### src/rtl/matrix_operand_loader.sv
// Operand loader for the 3x3 matrix multiplier.
// Collects 18 stream elements (A[0..8] then B[0..8]) into a working buffer.
// A completed frame is published as two flat buses behind a valid/ready handshake.
// A gap timeout discards stalled partial frames, and clr aborts everything in flight.
module matrix_operand_loader #(
    parameter int DATA_WIDTH     = 8,
    parameter int TIMEOUT_CYCLES = 1000
) (
    input  logic                    clk,
    input  logic                    rst_n,
    input  logic                    clr,
    input  logic [DATA_WIDTH-1:0]   in_data,
    input  logic                    in_valid,
    output logic                    in_ready,
    output logic [9*DATA_WIDTH-1:0] a_flat,
    output logic [9*DATA_WIDTH-1:0] b_flat,
    output logic                    mat_valid,
    input  logic                    mat_ready,
    output logic [4:0]              frame_idx,
    output logic                    timeout_err
);

    localparam int TW = (TIMEOUT_CYCLES > 1) ? $clog2(TIMEOUT_CYCLES + 1) : 1;
    localparam logic [TW-1:0] TLIM = TW'((TIMEOUT_CYCLES > 0) ? TIMEOUT_CYCLES - 1 : 0);
    localparam logic [4:0] LAST = 5'd17;

    logic [4:0]                       idx_q,   idx_d;
    logic [TW-1:0]                    timer_q, timer_d;
    logic [17:0][DATA_WIDTH-1:0]      wbuf_q,  wbuf_d;
    logic [9*DATA_WIDTH-1:0]          a_q,     a_d;
    logic [9*DATA_WIDTH-1:0]          b_q,     b_d;
    logic                             mv_q,    mv_d;
    logic                             err_q,   err_d;

    logic stall, accept;

    // Only the completing byte stalls: it would overwrite an output frame not yet taken.
    assign stall    = (idx_q == LAST) && mv_q && !mat_ready;
    assign in_ready = !stall;
    // clr drops any byte presented in its cycle even though in_ready may read 1.
    assign accept   = in_valid && in_ready && !clr;

    // Next-state: clr first, then byte acceptance (which beats a same-cycle timeout), then idle timing.
    always_comb begin
        idx_d   = idx_q;
        timer_d = timer_q;
        wbuf_d  = wbuf_q;
        a_d     = a_q;
        b_d     = b_q;
        mv_d    = mv_q;
        err_d   = 1'b0;
        if (clr) begin
            idx_d   = '0;
            timer_d = '0;
            mv_d    = 1'b0;
        end else begin
            if (mv_q && mat_ready)
                mv_d = 1'b0;
            if (accept) begin
                for (int i = 0; i < 18; i++)
                    if (idx_q == 5'(i))
                        wbuf_d[i] = in_data;
                timer_d = '0;
                if (idx_q == LAST) begin
                    // Publish the buffer including the byte landing this cycle.
                    idx_d = '0;
                    mv_d  = 1'b1;
                    a_d   = wbuf_d[8:0];
                    b_d   = wbuf_d[17:9];
                end else begin
                    idx_d = idx_q + 5'd1;
                end
            end else if (idx_q == '0) begin
                timer_d = '0;
            end else if (!stall && (TIMEOUT_CYCLES > 0)) begin
                // Partial frame sitting idle; the working buffer is left as is.
                if (timer_q == TLIM) begin
                    idx_d   = '0;
                    timer_d = '0;
                    err_d   = 1'b1;
                end else begin
                    timer_d = timer_q + TW'(1);
                end
            end
        end
    end

    // State registers with asynchronous clear.
    always_ff @(posedge clk or negedge rst_n) begin
        if (!rst_n) begin
            idx_q   <= '0;
            timer_q <= '0;
            wbuf_q  <= '0;
            a_q     <= '0;
            b_q     <= '0;
            mv_q    <= 1'b0;
            err_q   <= 1'b0;
        end else begin
            idx_q   <= idx_d;
            timer_q <= timer_d;
            wbuf_q  <= wbuf_d;
            a_q     <= a_d;
            b_q     <= b_d;
            mv_q    <= mv_d;
            err_q   <= err_d;
        end
    end

    assign a_flat      = a_q;
    assign b_flat      = b_q;
    assign mat_valid   = mv_q;
    assign frame_idx   = idx_q;
    assign timeout_err = err_q;

endmodule
### config.mk
export PLATFORM = sky130hd
export DESIGN_NAME = matrix_operand_loader
export DESIGN_NICKNAME = d
export VERILOG_FILES = /design/src/rtl/matrix_operand_loader.sv
export SDC_FILE = /design/constraint.sdc
export NUM_CORES = 1
export LEC_CHECK = 0
export CAP_MARGIN = 5
export CORE_UTILIZATION = 40
export DETAILED_ROUTE_END_ITERATION = 10
export DONT_BUFFER_PORTS = 1
export GPL_TIMING_DRIVEN = 0
export PLACE_DENSITY = 0.64
export SLEW_MARGIN = 15
export SYNTH_ARGS = -nofsm -noshare
export SYNTH_HDL_FRONTEND = slang
export SYNTH_SLANG_ARGS = --single-unit
### constraint.sdc
create_clock -name clk -period 3.15 [get_ports clk]
set_clock_uncertainty 0.2 [all_clocks]
set_input_delay 0.1575 -clock clk [delete_from_list [all_inputs] [get_ports clk]]
set_output_delay 0.1575 -clock clk [all_outputs]
set_load 0.05 [all_outputs]
# Yosys cells after proc, flatten, opt, wreduce, memory -nomap -nowiden
# Index checks and enable logic that the tools add are counted.
totals:
  word_cells: 99
  ff_bits: 305
  out_inout_bits: 152
op_classes:
  reduce_logical: 13
  n_mux: 38
  bitwise_logic: 1
  addsub: 2
  eq_ne: 21
ops:
  columns: ["cell", "n"]
  rows:
  - ["$mux W8", 18]
  - ["$mux W10", 5]
  - ["$eq A5 B4 Y1 const B", 8]
  - ["$mux W5", 6]
  - ["$eq A5 B3 Y1 const B", 4]
  - ["$add A10 B1 Y10 const B", 1]
  - ["$eq A10 B10 Y1 const B", 1]
  - ["$eq A5 B2 Y1 const B", 2]
  - ["$eq A5 B5 Y1 const B", 2]
  - ["$mux W1", 9]
  - ["$reduce_and A3 Y1", 2]
  - ["$add A5 B1 Y5 const B", 1]
  - ["$eq A5 B1 Y1 const B", 1]
  - ["$logic_and A1 B1 Y1", 5]
  - ["$logic_not A5 Y1", 1]
  - ["$ne A4 B2 Y1 const B", 1]
  - ["$logic_not A1 Y1", 3]
  - ["$ne A3 B2 Y1 const B", 1]
  - ["$ne A3 B3 Y1 const B", 1]
  - ["$reduce_bool A3 Y1", 1]
  - ["$reduce_and A2 Y1", 1]
  - ["$not A1 Y1", 1]

# Logic depth before layout (Yosys ltp)
logic_depth:
  ltp_word: 8
  mapped_depth: 9
  mapped_depth_nobuf: 6

# Worst setup path after synthesis
# OpenSTA, ideal clock, no wires.
synth_path:
  path_type: "register to register"
  start: "register idx_q[2] (netlist: frame_idx[2])"
  end: "register wbuf_q[120] (netlist bit)"
  setup_ns: 0.125
  n_path_buf: 3
  stages_incl_launch_ff: 8
  setup_slack_ns: 0.613
  t_required_ns: 2.825
  arrival_time_ns: 2.212
  path_cell_list: "dfrtp_1 -> buf_4 -> clkbuf_2 -> and3_1 -> ha_1 -> buf_1 -> nand2_2 -> mux2_2"
synth_between:
  elab_chain_cells: 7
  elab_cells_between_ends: 9
  classes_between: "2 x eq/ne; 1 x mux; 6 x reduce/logical"
synth_rtl:
  columns: ["element", "line", "text"]
  rows:
  - ["start, declared", "27", "logic [4:0] idx_q, idx_d;"]
  - ["start signal, assigned", "99", "idx_q <= idx_d;"]
  - ["$eq A5 B5 Y1", "38", "assign stall = (idx_q == LAST) && mv_q && !mat_ready;"]
  - ["$logic_and A1 B1 Y1 (2 in series)", "38", null]
  - ["$logic_not A1 Y1", null, null]
  - ["$logic_and A1 B1 Y1 (2 in series)", "41", "assign accept = in_valid && in_ready && !clr;"]
  - ["$reduce_and A2 Y1 (no line)", null, null]
  - ["end signal, assigned", "101", "wbuf_q <= wbuf_d;"]
  - ["end, declared", "29", "logic [17:0][DATA_WIDTH-1:0] wbuf_q, wbuf_d;"]
# Parallel ways exist; a longest one is shown, timed or not.
# A chain may end at the register's enable or synchronous reset.

# Worst setup path after layout
layout_path:
  start: "register idx_q[4] (netlist: frame_idx[4])"
  end: "register wbuf_q[101] (netlist bit)"
# The elaborated chain is that of the path after synthesis.

==> impl_metrics.tcl <==
set metrics [dict create \
    status "finished, violations left" \
    violations "negative hold slack" \
    finalSetupViolCount 0 \
    cp-start-kind "register" \
    synth-main-ff-cell "dfrtp_1" \
    antenna_found_initial 0 \
    firstDrtPassIters 5 \
    io_pins 165 \
    finalCritPeriodShare_pct 93.4 \
    tightest_slew_ns 1.10 \
    start_util_pct 40.8 \
    grt_use_met1_pct 30.4 \
    setup_tns_ns 0 \
    dp_slack_ns -0.442 \
    rsz0062_at_grt "false" \
    wl_per_cell_um 23.3 \
    cts_sinks 297 \
    finalNonFillerCells 1529 \
    fp.dieH_um 182 \
    layout.nets 1122 \
    slew_violations 0 \
    yosysWarnings 0 \
    ctsHoldBuffers 4 \
    syn_area_mm2 0.0129 \
    finalHoldViolations 297 \
    dpl_cell_area_mm2 0.0134 \
    netlist.area_leader.share_pct 57.6 \
    row_count 65 \
    core_area_mm2 0.0316 \
    synth_seq_area_share_pct 57.6 \
    synth-edff-count 0 \
    vias 8242 \
    p_per_area_mw_per_mm2 629 \
    cts_buffer_depth 3 \
    grt_pass1_vias 8630 \
    ys_top_cells_by_area "dfrtp_1, mux2_2, mux2i_1, o21ai_0, nand2_1" \
    netlist_instances 1062 \
    detail-route-antenna-nets 0 \
    leakagePower_nw 6.56 \
    dp.cells 1464 \
    ir_drop_v 0.000335 \
    path_max_fanout 9 \
    cts_tree "yes" \
    cp.required_ns 3.34 \
    fin_ws_ns 0.209 \
    finalCriticalPeriod_ns 2.94 \
    cts_buffers 34 \
    wirelength_um 35600 \
    clock.fmax_mhz 340 \
    die-area_mm2 0.0330 \
    area_delta_synth_final_pct 12.9 \
    grt_util_met3_pct 5.42 \
    grtUsageTotal_pct 22.1 \
    arrival_ns 3.13 \
    grt.overflow.total 0 \
    hold_path_class "input port to asynchronous set/reset pin" \
    drc 0 \
    grt-busiest-layer "met2" \
    synth_top_cell_by_area "dfrtp_1" \
    clock_latency_ns 0.51 \
    whs_ns -0.833 \
    use_met2_pct 35.2 \
    clk_pin_slew_ns 0.06 \
    synth_nets 1081 \
    path_class "register to register" \
    htreeDepth 2 \
    slew_headroom_pct 26.7 \
    grt_start_max_net_pins 298 \
    grt_first_pass_wirelength_um 54500 \
    dpl.hpwl_um 23100 \
    gp_congestion 0.838 \
    diodes 0 \
    die_w_um 182 \
    clock-root-buffer "clkbuf_16" \
    synth_seq_cells 297 \
    cp-end-kind "register" \
    fillCellCount 2866 \
    synthArstFlopShare_pct 100 \
    drive_gt1_share_pct 22.9 \
    io_buffers 0 \
    drtIter0Drc 390 \
    final_cell_area_mm2 0.0146 \
    syn_avg_cell_area_um2 12.2 \
    maxCapViolations 0 \
    viasPerCell 5.39 \
    synth.distinct_cells 54 \
    total_power_mw 9.17 \
]
==> Yosys cell counts, types with 3 or more instances <==
master    instances
clkbuf_1         50
or4_1             4
a211oi_1          5
mux2_1            8
nor3_1            3
nand2_2           9
nand4_1           6
a21oi_1           6
mux2_2          136
or3_1             3
inv_1             3
and4bb_2          4
dfrtp_1         297
nor2_1            5
and3_1            3
or2_1             3
o21ai_0         143
nand3_1           4
buf_2            31
nand2_1         143
nand2b_1          5
o31ai_1           3
ha_1              6
and2_1            3
buf_4             9
mux2i_1         136
==> routing by layer <==
| metal | part of all wire [%] | vias up |
|---|---|---|
| li1 | - | 3785 |
| met1 | 45 | 4213 |
| met2 | 47 | 198 |
| met3 | 6.3 | 46 |
| met4 | 1.6 | 0 |
| met5 | 0 | - |
==> report_power, final <==
group	total [mW]	switching [mW]	internal, mW
combinational	0.971	0.500	0.471
sequential	4.33	0.222	4.11
clock	3.87	1.56	2.31
==> state kept, by name (all words and copies together) (netlist names) <==
signal       flops
a_flat          72
b_flat          72
frame_idx        5
mat_valid        1
timeout_err      1
timer_q         10
wbuf_q         136
==> area by class of cell <==
cell class | instances | area [um2] | area share, %
clock inverters | 11 | 98.8 | 0.678
clock buffers | 49 | 1010 | 6.91
repair buffers | 6 | 55.1 | 0.378
multi-input cells | 669 | 5050 | 34.6
inverters | 3 | 11.3 | 0.0772
flip-flops and latches | 297 | 7430 | 51.0
well taps | 402 | 503 | 3.45
plain buffers | 92 | 420 | 2.88
==> worst max-delay path, cell delays in order (launching register included) <==
cell and delay [ns]:
dfrtp_1 0.86, nand4bb_1 0.32, o21ai_0 0.67, or2_1 0.19
buf_2 0.22, mux2_2 0.36
==> kinds of logic (layout without fill, tap and decap cells) <==
| logic type | Yosys count | after routing | share of synthesized area [%] |
|---|---|---|---|
| flip-flops | 297 | 297 | 57.6 |
| multiplexers | 280 | 280 | 23.1 |
| AND/OR/NAND/NOR | 215 | 215 | 8.48 |
| AO/OA/AOI/OAI | 166 | 166 | 6.76 |
| buffers and inverters | 96 | 161 | 3.37 |
| adder cells (fa/ha/maj) | 6 | 6 | 0.581 |
| XOR/XNOR | 2 | 2 | 0.136 |
==> metrics by stage <==
stage | utilization (%) | hold WS [ns]
floorplan | - | -0.338
global placement | 42.4 | -0.320
detailed placement | 42.4 | -0.319
CTS | 46.1 | -0.853
global route | 46.1 | -0.860
finish | 46.1 | -0.833
==> final timing paths <==
path	startpoint	endpoint	slack [ns]	depth (start not counted)
max	frame_idx[4]$_DFFE_PN0P_	wbuf_q[101]$_DFFE_PN0P_	0.21	5
min reg2reg	wbuf_q[133]$_DFFE_PN0P_	wbuf_q[133]$_DFFE_PN0P_	0.29	1
min	rst_n	timeout_err$_DFF_PN0_	-0.83	0
max reg2reg	frame_idx[4]$_DFFE_PN0P_	wbuf_q[101]$_DFFE_PN0P_	0.21	5
min in group clk	mat_ready	timer_q[0]$_DFFE_PN0P_	0.03	4
max in group asynchronous	rst_n	wbuf_q[57]$_DFFE_PN0P_	2.92	0
==> placed cells by master, fill, tap and decap left out, types with 4 or more instances in the layout <==
master	count
a211oi_1	5
a21oi_1	6
and4bb_2	4
buf_2	31
buf_4	11
clkbuf_1	55
clkbuf_16	34
clkbuf_8	10
clkinv_2	6
dfrtp_1	295
dlygate4sd3_1	4
ha_1	6
mux2_1	8
mux2_2	136
mux2i_1	136
nand2_1	143
nand2_2	9
nand2b_1	5
nand3_1	4
nand4_1	6
nor2_1	5
o21ai_0	143
or4_1	4
==> repair_timing <==
item	in CTS	in global routing
gates resized for setup	3	0
endpoints found under the setup margin	145	109
pin swaps	0	1
endpoints found under the hold margin	314	297
setup buffers	0	2
No activity file was read; power rests on OpenSTA's default activity.
